File: config.mk
export PLATFORM = sky130hd
export DESIGN_NAME = bcd_stopwatch_core
export DESIGN_NICKNAME = d
export VERILOG_FILES = /design/src/rtl/bcd_stopwatch_core.sv
export SDC_FILE = /design/constraint.sdc
export NUM_CORES = 1
export LEC_CHECK = 0
export BUFFER_PORTS_ARGS = -buffer_cell sky130_fd_sc_hd__buf_2
export CAP_MARGIN = 10
export CORE_ASPECT_RATIO = 1.1
export CORE_UTILIZATION = 60
export CTS_CLUSTER_DIAMETER = 100
export DETAILED_ROUTE_END_ITERATION = 10
export PLACE_DENSITY = 0.85
export SLEW_MARGIN = 30
export SYNTH_ARGS = -nofsm -noshare
export SYNTH_HDL_FRONTEND = slang
export SYNTH_SLANG_ARGS = --single-unit
File: constraint.sdc
create_clock -name clk -period 3.35 [get_ports clk]
set_input_delay 0 -clock clk [delete_from_list [all_inputs] [get_ports clk]]
set_output_delay 0 -clock clk [all_outputs]
set_load 0.02 [all_outputs]
File: src/rtl/bcd_stopwatch_core.sv
// rtl/bcd_stopwatch_core.sv - four-digit BCD stopwatch / countdown engine
// Optional feature macro: BCD_STOPWATCH_DEBOUNCE_EN (per-button debouncer).
// Ports: clk, rst (synchronous, active-high)
//        btn_start, btn_clear : raw asynchronous push buttons
//        mode                 : 0 = count up, 1 = count down
//        val3..val0           : BCD digits, tens-sec units-sec . tenths hundredths
//        running, done, ovf   : RUN state, DONE state, sticky up-count wrap flag
module bcd_stopwatch_core #(
    parameter int          TICK_DIV     = 1000000,
    parameter logic [15:0] PRESET       = 16'h3000,
    parameter int          DEBOUNCE_CYC = 500000
) (
    input  logic       clk,
    input  logic       rst,
    input  logic       btn_start,
    input  logic       btn_clear,
    input  logic       mode,
    output logic [3:0] val3,
    output logic [3:0] val2,
    output logic [3:0] val1,
    output logic [3:0] val0,
    output logic       running,
    output logic       done,
    output logic       ovf
);

    typedef enum logic [1:0] {IDLE, RUN, DONE} state_t;

    localparam int            PW        = $clog2(TICK_DIV);
    localparam logic [PW-1:0] TICK_LAST = PW'(TICK_DIV - 1);

    // A hierarchy containing this scope means TICK_DIV or DEBOUNCE_CYC is out of range.
    if (TICK_DIV < 2 || DEBOUNCE_CYC < 1) begin : g_illegal_params
    end

    state_t        state, state_n;
    logic [15:0]   value, value_n;
    logic [PW-1:0] presc, presc_n;
    logic          ovf_q, ovf_n;
    logic          dir_q, dir_n;

    // Button vectors: bit 0 = start, bit 1 = clear.
    logic [1:0] sync1, sync2, level, level_q, pulse;
    logic       start_p, clear_p;

    always_ff @(posedge clk) begin
        if (rst) begin
            sync1 <= 2'b00;
            sync2 <= 2'b00;
        end else begin
            sync1 <= {btn_clear, btn_start};
            sync2 <= sync1;
        end
    end

`ifdef BCD_STOPWATCH_DEBOUNCE_EN
    localparam int            DW      = $clog2(DEBOUNCE_CYC + 1);
    localparam logic [DW-1:0] DB_LAST = DW'(DEBOUNCE_CYC - 1);

    logic [DW-1:0] db_cnt [2];

    // The accepted level follows the synchronized input only after it has
    // differed from it for DEBOUNCE_CYC consecutive cycles.
    always_ff @(posedge clk) begin
        for (int i = 0; i < 2; i++) begin
            if (rst) begin
                db_cnt[i] <= '0;
                level[i]  <= 1'b0;
            end else if (sync2[i] == level[i]) begin
                db_cnt[i] <= '0;
            end else if (db_cnt[i] == DB_LAST) begin
                db_cnt[i] <= '0;
                level[i]  <= sync2[i];
            end else begin
                db_cnt[i] <= db_cnt[i] + 1'b1;
            end
        end
    end
`else
    assign level = sync2;
`endif

    // Registered rising-edge pulse: keeps inputs off any combinational path.
    always_ff @(posedge clk) begin
        if (rst) begin
            level_q <= 2'b00;
            pulse   <= 2'b00;
        end else begin
            level_q <= level;
            pulse   <= level & ~level_q;
        end
    end

    assign start_p = pulse[0];
    assign clear_p = pulse[1];

    function automatic logic [15:0] bcd_inc(input logic [15:0] v);
        logic [15:0] r;
        logic        c;
        r = v;
        c = 1'b1;
        for (int d = 0; d < 4; d++) begin
            if (c) begin
                if (v[4*d +: 4] == 4'd9) begin
                    r[4*d +: 4] = 4'd0;
                end else begin
                    r[4*d +: 4] = v[4*d +: 4] + 4'd1;
                    c = 1'b0;
                end
            end
        end
        return r;
    endfunction

    function automatic logic [15:0] bcd_dec(input logic [15:0] v);
        logic [15:0] r;
        logic        b;
        r = v;
        b = 1'b1;
        for (int d = 0; d < 4; d++) begin
            if (b) begin
                if (v[4*d +: 4] == 4'd0) begin
                    r[4*d +: 4] = 4'd9;
                end else begin
                    r[4*d +: 4] = v[4*d +: 4] - 4'd1;
                    b = 1'b0;
                end
            end
        end
        return r;
    endfunction

    always_ff @(posedge clk) begin
        if (rst) begin
            state <= IDLE;
            value <= 16'h0000;
            presc <= '0;
            ovf_q <= 1'b0;
            dir_q <= 1'b0;
        end else begin
            state <= state_n;
            value <= value_n;
            presc <= presc_n;
            ovf_q <= ovf_n;
            dir_q <= dir_n;
        end
    end

    always_comb begin
        state_n = state;
        value_n = value;
        presc_n = presc;
        ovf_n   = ovf_q;
        dir_n   = dir_q;
        if (clear_p) begin
            // Clear wins over a coincident start pulse.
            value_n = mode ? PRESET : 16'h0000;
            presc_n = '0;
            ovf_n   = 1'b0;
            dir_n   = mode;
            state_n = IDLE;
        end else begin
            case (state)
                IDLE: begin
                    // Check against the direction about to be latched, so a
                    // down count can never start from 00.00.
                    if (start_p && !(mode && value == 16'h0000)) begin
                        state_n = RUN;
                        dir_n   = mode;
                    end
                end
                RUN: begin
                    if (start_p) begin
                        state_n = IDLE;
                    end else if (presc == TICK_LAST) begin
                        presc_n = '0;
                        if (dir_q) begin
                            value_n = bcd_dec(value);
                            if (value_n == 16'h0000) begin
                                state_n = DONE;
                            end
                        end else begin
                            value_n = bcd_inc(value);
                            if (value == 16'h9999) begin
                                ovf_n = 1'b1;
                            end
                        end
                    end else begin
                        presc_n = presc + 1'b1;
                    end
                end
                default: begin
                    // DONE waits for a clear pulse.
                end
            endcase
        end
    end

    assign {val3, val2, val1, val0} = value;
    assign running = (state == RUN);
    assign done    = (state == DONE);
    assign ovf     = ovf_q;

endmodule

# Word-level counts from Yosys, hierarchy flattened
# Index checks and enable logic that the tools add are counted.
# totals
reg_bits	48
elab_cells	155
out_inout_bits	19
in_bits	5
# classes
mux	90
bitwise	4
eq_ne	13
n_reduce_logical	27
addsub	9
# op_table
cell	n
4-bit 2-to-1 mux	34
16-bit 2-to-1 mux	5
1-bit 2-to-1 mux	43
16-bit zero test	2
20-bit by 1-bit adder with 20-bit output (second input constant)	1
20-bit equality test (second input constant)	1
20-bit 2-to-1 mux	1
4-bit by 1-bit adder with 4-bit output (second input constant)	4
16-bit equality test (second input constant)	1
4-bit equality test (second input constant)	4
4-bit zero test	4
4-bit by 1-bit subtractor with 4-bit output (second input constant)	4
14-bit 2-to-1 mux	1
4-bit AND reduction	3
2-bit 2-to-1 mux	5
5-bit AND reduction	2
2-bit nonzero test	5
3-bit by 1-bit != test with 1-bit output (second input constant)	3
3-bit nonzero test	3
2-bit one-hot mux with 2 select lines	1
2-bit AND reduction	2
3-bit AND reduction	1
2-bit bitwise AND	1
2-bit by 1-bit equality test with 1-bit output (second input constant)	1
9 further kinds	11

# Longest topological paths before layout
# Gate-level depths: netlist (run 1).
# depth
depth_word	31
depth_mapped	9

# Worst setup path before layout (run 1)
# Ideal clock, no wire load.
# synth_timing
path_type	reg-to-reg
from	reg value[0]
to	reg value[13]
slack_ns	0.750
arrival_time_ns	2.466
path_stages_with_launch	10
path_cell_list	dfxtp_1 inv_1 ha_1 buf_2 or3b_1 buf_2 or4_4 or3_1 a221oi_1 a211oi_1
# synth_via
elab_chain_cells	30
# synth_rtl
element	line	source
from (decl)	37	logic [15:0] value, value_n;
from (signal assigned)	142	value <= value_n;
4-bit zero test	122	if (v[4*d +: 4] == 4'd0) begin
1-bit 2-to-1 mux	122	
1-bit 2-to-1 mux	177	if (dir_q) begin
1-bit 2-to-1 mux	175	end else if (presc == TICK_LAST) begin
1-bit 2-to-1 mux	173	if (start_p) begin
1-bit 2-to-1 mux	163	case (state)
1-bit 2-to-1 mux	155	if (clear_p) begin
1-bit 2-to-1 mux	121	if (b) begin
[... 14 more ...]	n/a	
4-bit 2-to-1 mux	173	
4-bit 2-to-1 mux	163	
4-bit 2-to-1 mux	155	
16-bit 2-to-1 mux	177	
16-bit 2-to-1 mux	175	
16-bit 2-to-1 mux	173	
16-bit 2-to-1 mux	163	
16-bit 2-to-1 mux	155	
# Several ways; a longest one is shown, not always the timed one. The select of a mux whose other input is x is not followed.
# A chain may end at the register's enable or synchronous reset.

# Worst setup path after layout (run 1)
# Same ends and word-level chain as after synthesis.

==> flow_metrics.env, run 1 <==
export IMPL_outcome="completed"
export IMPL_grt_pass1_wl_um=10900
export IMPL_finalPower_uw=1070
export IMPL_synth_simple_area_share_pct=30.9
export IMPL_dp_cells=413
export IMPL_yosys_area_share_adder_pct=1.71
export IMPL_ant_nets=0
export IMPL_netlist_top_cells_area="dfxtp_1, xor2_1, nor2_1"
export IMPL_synthMuxAreaShare_pct=2.51
export IMPL_antenna_found_initial=0
export IMPL_fin_worst_skew_ps=7.27
export IMPL_synth_top_flop_cell="dfxtp_1"
export IMPL_hold_viol=0
export IMPL_syn_area_mm2=0.00294
export IMPL_max_slew_margin_pct=53.7
export IMPL_postCtsSetupBuffers=0
export IMPL_start_util_pct=62.7
export IMPL_cts_tree="built"
export IMPL_htreeDepth=2
export IMPL_first_pass_iters=5
export IMPL_synth_edf_count=0
export IMPL_grt_max_degree=19
export IMPL_grt_usage_pct=27.8
export IMPL_crit_chain="inv_1 > ha_1 > or3b_1 > or4_4 > or3_1 > a221oi_1 > a211oi_1"
export IMPL_finalSetupViolations=0
export IMPL_synth_compound_area_share_pct=20.1
export IMPL_ys_seq_elements=48
export IMPL_cp_start_kind="register"
export IMPL_syn_to_final_growth_pct=7.80
export IMPL_placement_io_buffers=23
export IMPL_synth_top_family_by_area="simple AND/OR/NAND/NOR gates"
export IMPL_rsz0062_at_grt="no"
export IMPL_regArea_um2=961
export IMPL_clock_path_buffers=2
export IMPL_std_cell_rows=26
export IMPL_num_vias=2739
export IMPL_critPathCaptureType="register"
export IMPL_leakage_uw=0.00119
export IMPL_cts_root_buf="clkbuf_8"
export IMPL_dp_hpwl_um=4640
export IMPL_yosysWarnings=0
export IMPL_setup_tns_ps=0
export IMPL_synth_cells=359
export IMPL_drive_gt1_share_pct=14.2
export IMPL_dieHeight_um=75.4
export IMPL_yosys_area_top_type="dfxtp_1"
export IMPL_diodes=0
export IMPL_clkSlewWorstSetupHoldPaths_ps=90
export IMPL_nets=375
export IMPL_synth_top_cell_area_share_pct=32.7
export IMPL_multiInputGateArea_mm2=0.00181
export IMPL_cts_buffers=5
export IMPL_ioPinCount=24
export IMPL_final_cells=423
export IMPL_crit_type="register to register"
export IMPL_fillers=415
export IMPL_powerDensity_mw_per_mm2=339
export IMPL_cap_violations=0
export IMPL_max_freq_mhz=365
export IMPL_cts_sinks=48
export IMPL_drt_wirelength_per_cell_um=15.9
export IMPL_synth_distinct_cells=68
export IMPL_overflow=0
export IMPL_die_w_um=68.7
export IMPL_drcViolationCount=0
export IMPL_finalMaxSlewViolations=0
export IMPL_cp_data_required_time_ps=3540
export IMPL_vias_per_cell=6.48
export IMPL_fin_crit_ps=2740
export IMPL_grt_pass1_vias=2478
export IMPL_synth_nets=368
export IMPL_dieArea_mm2=0.00518
export IMPL_drt_iter0_markers=232
export IMPL_async_reset_ff_share_pct=0
export IMPL_worst_pin_slew_ps=685
export IMPL_cts_resized=0
export IMPL_design_area_mm2=0.00316
export IMPL_hold_buffers=2
export IMPL_routabilityCongestion=0.896
export IMPL_slowest_stage="or4_4"
export IMPL_cpPeakStageDelay_ps=570
export IMPL_seq_area_frac_synth_pct=32.7
export IMPL_core_area_mm2=0.00468
export IMPL_drt_total_wl_um=6710
export IMPL_cp_arrival_ps=2930
export IMPL_path_max_fanout=9
export IMPL_syn_avg_cell_area_um2=8.18
export IMPL_clock_latency_ps=310
export IMPL_timing_final_crit_share_pct=81.9
export IMPL_synth_xor_area_share_pct=6.27
export IMPL_peakVddDrop_v=0.000349
export IMPL_dpl_cell_area_mm2=0.00302
export IMPL_hp_class="input port to register"
[final timing paths]
| path | slack (ps) | start | cells past startpoint | endpoint |
|---|---|---|---|---|
| setup reg to reg | 610 | value[0] | 7 | value[13] |
| setup / recovery | 610 | value[0] | 7 | value[13] |
| hold / removal | 20 | mode | 3 | value[12] |
| hold reg to reg | 400 | level_q[0] | 1 | pulse[0] |
[logic make-up after synthesis]
group	after synthesis
xor gates and xnor gates	21
AOI/OAI and AO/OA	83
and+or+nand+nor	156
adders and majority gates	4
DFF	48
muxes	7
buffers and inverters	40
[flip-flops by register name (all words and copies together) (netlist names)]
register  cells
level_q       2
dir_q         1
pulse         2
sync1         2
ovf           1
value        16
state         2
presc        20
level         2
[report_power, final]
group	leakage (uW)	switching (uW)	internal, uW	total [uW]
registers	0.000388	6.44	575	582
logic	0.000741	30.1	17.9	48.0
clock network	0.0000614	199	244	443
[synthesized netlist by cell type, types with 9 or more instances]
cell type,n
nand3_1,11
nor2_1,32
a21oi_1,14
o21ai_0,17
inv_1,10
dfxtp_1,48
xor2_1,15
clkbuf_1,21
a211oi_1,9
nand2_1,23
nor2b_1,13
nand4_1,10
[cell usage in the layout (no fill, tap or decap), types with 3 or more instances in the layout]
cell,instances
or4_4,3
a31oi_1,8
nor4b_1,3
dfxtp_1,48
mux2_2,3
nand2_1,23
a211oi_1,9
inv_1,10
nor2b_1,13
nor3b_1,6
nor4_1,7
mux2i_1,4
and2_1,4
nor3_1,6
xnor2_1,6
buf_2,23
buf_4,4
o21ai_0,17
and3_1,7
or3_1,8
a21oi_1,14
nand3_1,11
xor2_1,15
ha_1,4
a32o_1,3
nor2_1,32
nand2b_1,5
or2_2,3
nand4_1,10
clkbuf_8,6
[critical path, delay by kind of cell, from the launching register on]
family	cells	cell delay, ps
buffers and inverters	1	140
and+or+nand+nor	3	1440
DFF	1	410
adders and majority gates	1	320
AOI/OAI and AO/OA	2	320
[per-layer routing]
metal / vias up / wire (um) / track usage [%]
met2: 91 / 3350 / 48.9
li1: 1333 / - / -
met4: 0 / 108 / 10.9
met3: 11 / 347 / 6.59
met5: - / 0 / 0
met1: 1304 / 2900 / 32.3
[metrics by stage]
stage	hold slack [ps]	util [%]	setup WS, ps
final	23.3	67.5	607
after global placement	207	64.5	759
after CTS	15.9	67.5	634
after floorplan	128	-	750
after detailed placement	215	64.5	671
after global routing	21.7	67.5	452
[final cells by class]
type	instances	area share, %
clock inverter	2	1.23
timing repair buffer	29	5.22
tap	56	2.21
inverter	11	1.30
sequential	48	30.4
multi-input combinational	271	57.1
clock buffer	6	2.61
No activity file was read; power rests on OpenSTA's default activity.
==> run 2, diff against run 1 <==
==> constraint.sdc (replaced) <==
create_clock -name clk -period 2.7 [get_ports clk]
set_input_delay 0 -clock clk [delete_from_list [all_inputs] [get_ports clk]]
set_output_delay 0 -clock clk [all_outputs]
set_load 0.02 [all_outputs]
==> run 2 against run 1 <==
  * Clock skew up 6.2 ps
  * Largest power group unchanged
  * Critical endpoint unchanged
  * Final area up 3.6%
  * First-iteration DRC count up 23%
  * Highest routed layer unchanged
  * Count of clock-buffer cells in the layout down 1
  * Combinational power up 29%
  * Critical path depth unchanged
==> flow_metrics.env, run 2 (synthesis results as in run 1) <==
export IMPL_clkPwrFrac_pct=39.9
export IMPL_crit_type="register to register"
export IMPL_ioPinCount=24
export IMPL_fin_worst_skew_ps=13.5
export IMPL_core_area_mm2=0.00468
export IMPL_p_seq_share_pct=55.3
export IMPL_cts_root_buf="clkbuf_8"
export IMPL_drt_met1_wl_um=2980
export IMPL_routed_top_layer="met4"
export IMPL_final_common_cell="dfxtp_1"
export IMPL_largest_reg_flops=20
export IMPL_cp_data_required_time_ps=2890
export IMPL_std_cell_rows=26
export IMPL_hp_start="rst"
export IMPL_antenna_found_initial=0
export IMPL_placement_io_buffers=23
export IMPL_cpPeakStageDelay_ps=560
export IMPL_grt_pass1_wl_um=11000
export IMPL_finalMaxSlewViolations=0
export IMPL_hold_viol=0
export IMPL_first_pass_iters=5
export IMPL_cp_start_kind="register"
export IMPL_die_w_um=68.7
export IMPL_critPathBufInv=1
export IMPL_clkSlewWorstSetupHoldPaths_ps=100
export IMPL_num_vias=2834
export IMPL_postCtsSetupBuffers=0
export IMPL_drt_iter0_markers=285
export IMPL_r2r_setup_slack_ps=200
export IMPL_peakVddDrop_v=0.000343
export IMPL_worst_pin_slew_ps=648
export IMPL_overflow=0
export IMPL_cts_buffers=5
export IMPL_grt_usage_pct=28.1
export IMPL_p_comb_share_pct=4.7
export IMPL_timing_final_crit_share_pct=92.7
export IMPL_finalSetupViolations=0
export IMPL_nets=391
export IMPL_r2r_end="value[13]"
export IMPL_path_delay_family="simple AND/OR/NAND/NOR gates"
export IMPL_path_max_fanout=8
export IMPL_holdPathStages=2
export IMPL_syn_to_final_growth_pct=11.6
export IMPL_cts_tree="built"
export IMPL_reg_largest_list="presc: 20 flops, value: 16 flops"
export IMPL_vias_per_cell=6.46
export IMPL_cp_arrival_ps=2690
export IMPL_r2r_start="value[1]"
export IMPL_dieHeight_um=75.4
export IMPL_cap_violations=0
export IMPL_clock_path_buffers=2
export IMPL_start_util_pct=62.7
export IMPL_diodes=0
export IMPL_grt_max_degree=18
export IMPL_swShare_pct=22.4
export IMPL_whs_endpoint="dir_q"
export IMPL_slowest_stage="or4_4"
export IMPL_setup_tns_ps=0
export IMPL_critPathCaptureType="register"
export IMPL_max_slew_margin_pct=56.2
export IMPL_htreeDepth=2
export IMPL_layout_cells_most_common_list="dfxtp_1, nor2_1, nand2_1, buf_2, buf_4"
export IMPL_rsz0062_at_grt="no"
export IMPL_leakage_uw=0.00126
export IMPL_crit_chain="inv_1 > ha_1 > or3b_1 > or4_4 > or3_1 > a221oi_1 > a211oi_1"
export IMPL_hold_buffers=3
export IMPL_fin_crit_ps=2500
export IMPL_drcViolationCount=0
export IMPL_cts_sinks=48
export IMPL_hp_class="input port to register"
export IMPL_outcome="completed"
export IMPL_internal_power_uw=1010
export IMPL_cts_resized=0
export IMPL_wl_met3_um=370
export IMPL_ant_nets=0
export IMPL_fin_util_pct=70.0
export IMPL_crit_cells=7
export IMPL_dp_hpwl_um=4750
export IMPL_dieArea_mm2=0.00518
export IMPL_drt_total_wl_um=6820
export IMPL_routabilityCongestion=0.879
export IMPL_p_switching_uw=292
export IMPL_powerDensity_mw_per_mm2=398
export IMPL_max_freq_mhz=399
export IMPL_grt_pass1_vias=2438
export IMPL_worst_r2r_cell_count=7
export IMPL_drive_gt1_share_pct=17.5
export IMPL_drt_wirelength_per_cell_um=15.5
export IMPL_wl_met2_um=3320
export IMPL_max_flop_register="presc"
export IMPL_clock_latency_ps=310
run 2: cell types whose count changed in the layout (fill, tap and decap cells not counted):
cell           delta
clkinv_4          -1
dlygate4sd3_1     +1
clkbuf_8          -1
clkinv_2          +1
buf_4            +15
clkinvlp_4        +1
run 2: metrics by stage:
stage,hold WS [ps],cells,instance area [um^2],power (uW),setup WS [ps]
3_3_place_gp,210,428,3140,794,317
6_report,37.6,439,3280,1300,196
2_1_floorplan,128,359,2940,777,100
5_1_grt,36.3,439,3280,1350,29.2
3_5_place_dp,220,428,3140,795,229
4_1_cts,25.8,439,3280,1310,221
run 2: worst max-delay path by stage:
stage                   from         to
finish              value[1]  value[13]
global placement    value[1]  value[13]
floorplan           value[0]  value[13]
CTS                 value[1]  value[13]
global route        value[1]  value[13]
detailed placement  value[1]  value[13]
run 2: final cells by class:
type	instances	area, um^2
Clock buffer	5	68.8
Inverter	11	41.3
Sequential cell	48	961
Tap cell	56	70.1
Timing Repair Buffer	45	288
Fill cell	392	1410
Clock inverter	3	42.5
Multi-Input combinational cell	271	1810
run 2: routing by layer:
metal,vias up,GRT usage [%]
met5,-,0
met1,1330,33.8
met2,117,48.9
met4,0,10.9
li1,1366,-
met3,21,5.84
run 2: worst register-to-register path: cells and delay by family, from the launching register on:
family / cells / cell delay, ps
simple gates: 3 / 1390
flops: 1 / 360
compound gates: 2 / 350
fa+ha+maj: 1 / 170
buf+inv: 1 / 110
run 2: power groups by stage:
stage | Sequential (uW) | Combinational [uW] | Clock (uW)
final | 722 | 61.8 | 521
after global routing | 723 | 66.9 | 558
after CTS | 722 | 60.4 | 529
after detailed placement | 738 | 56.8 | 0
after global placement | 738 | 56.3 | 0
after floorplan | 734 | 42.3 | 0
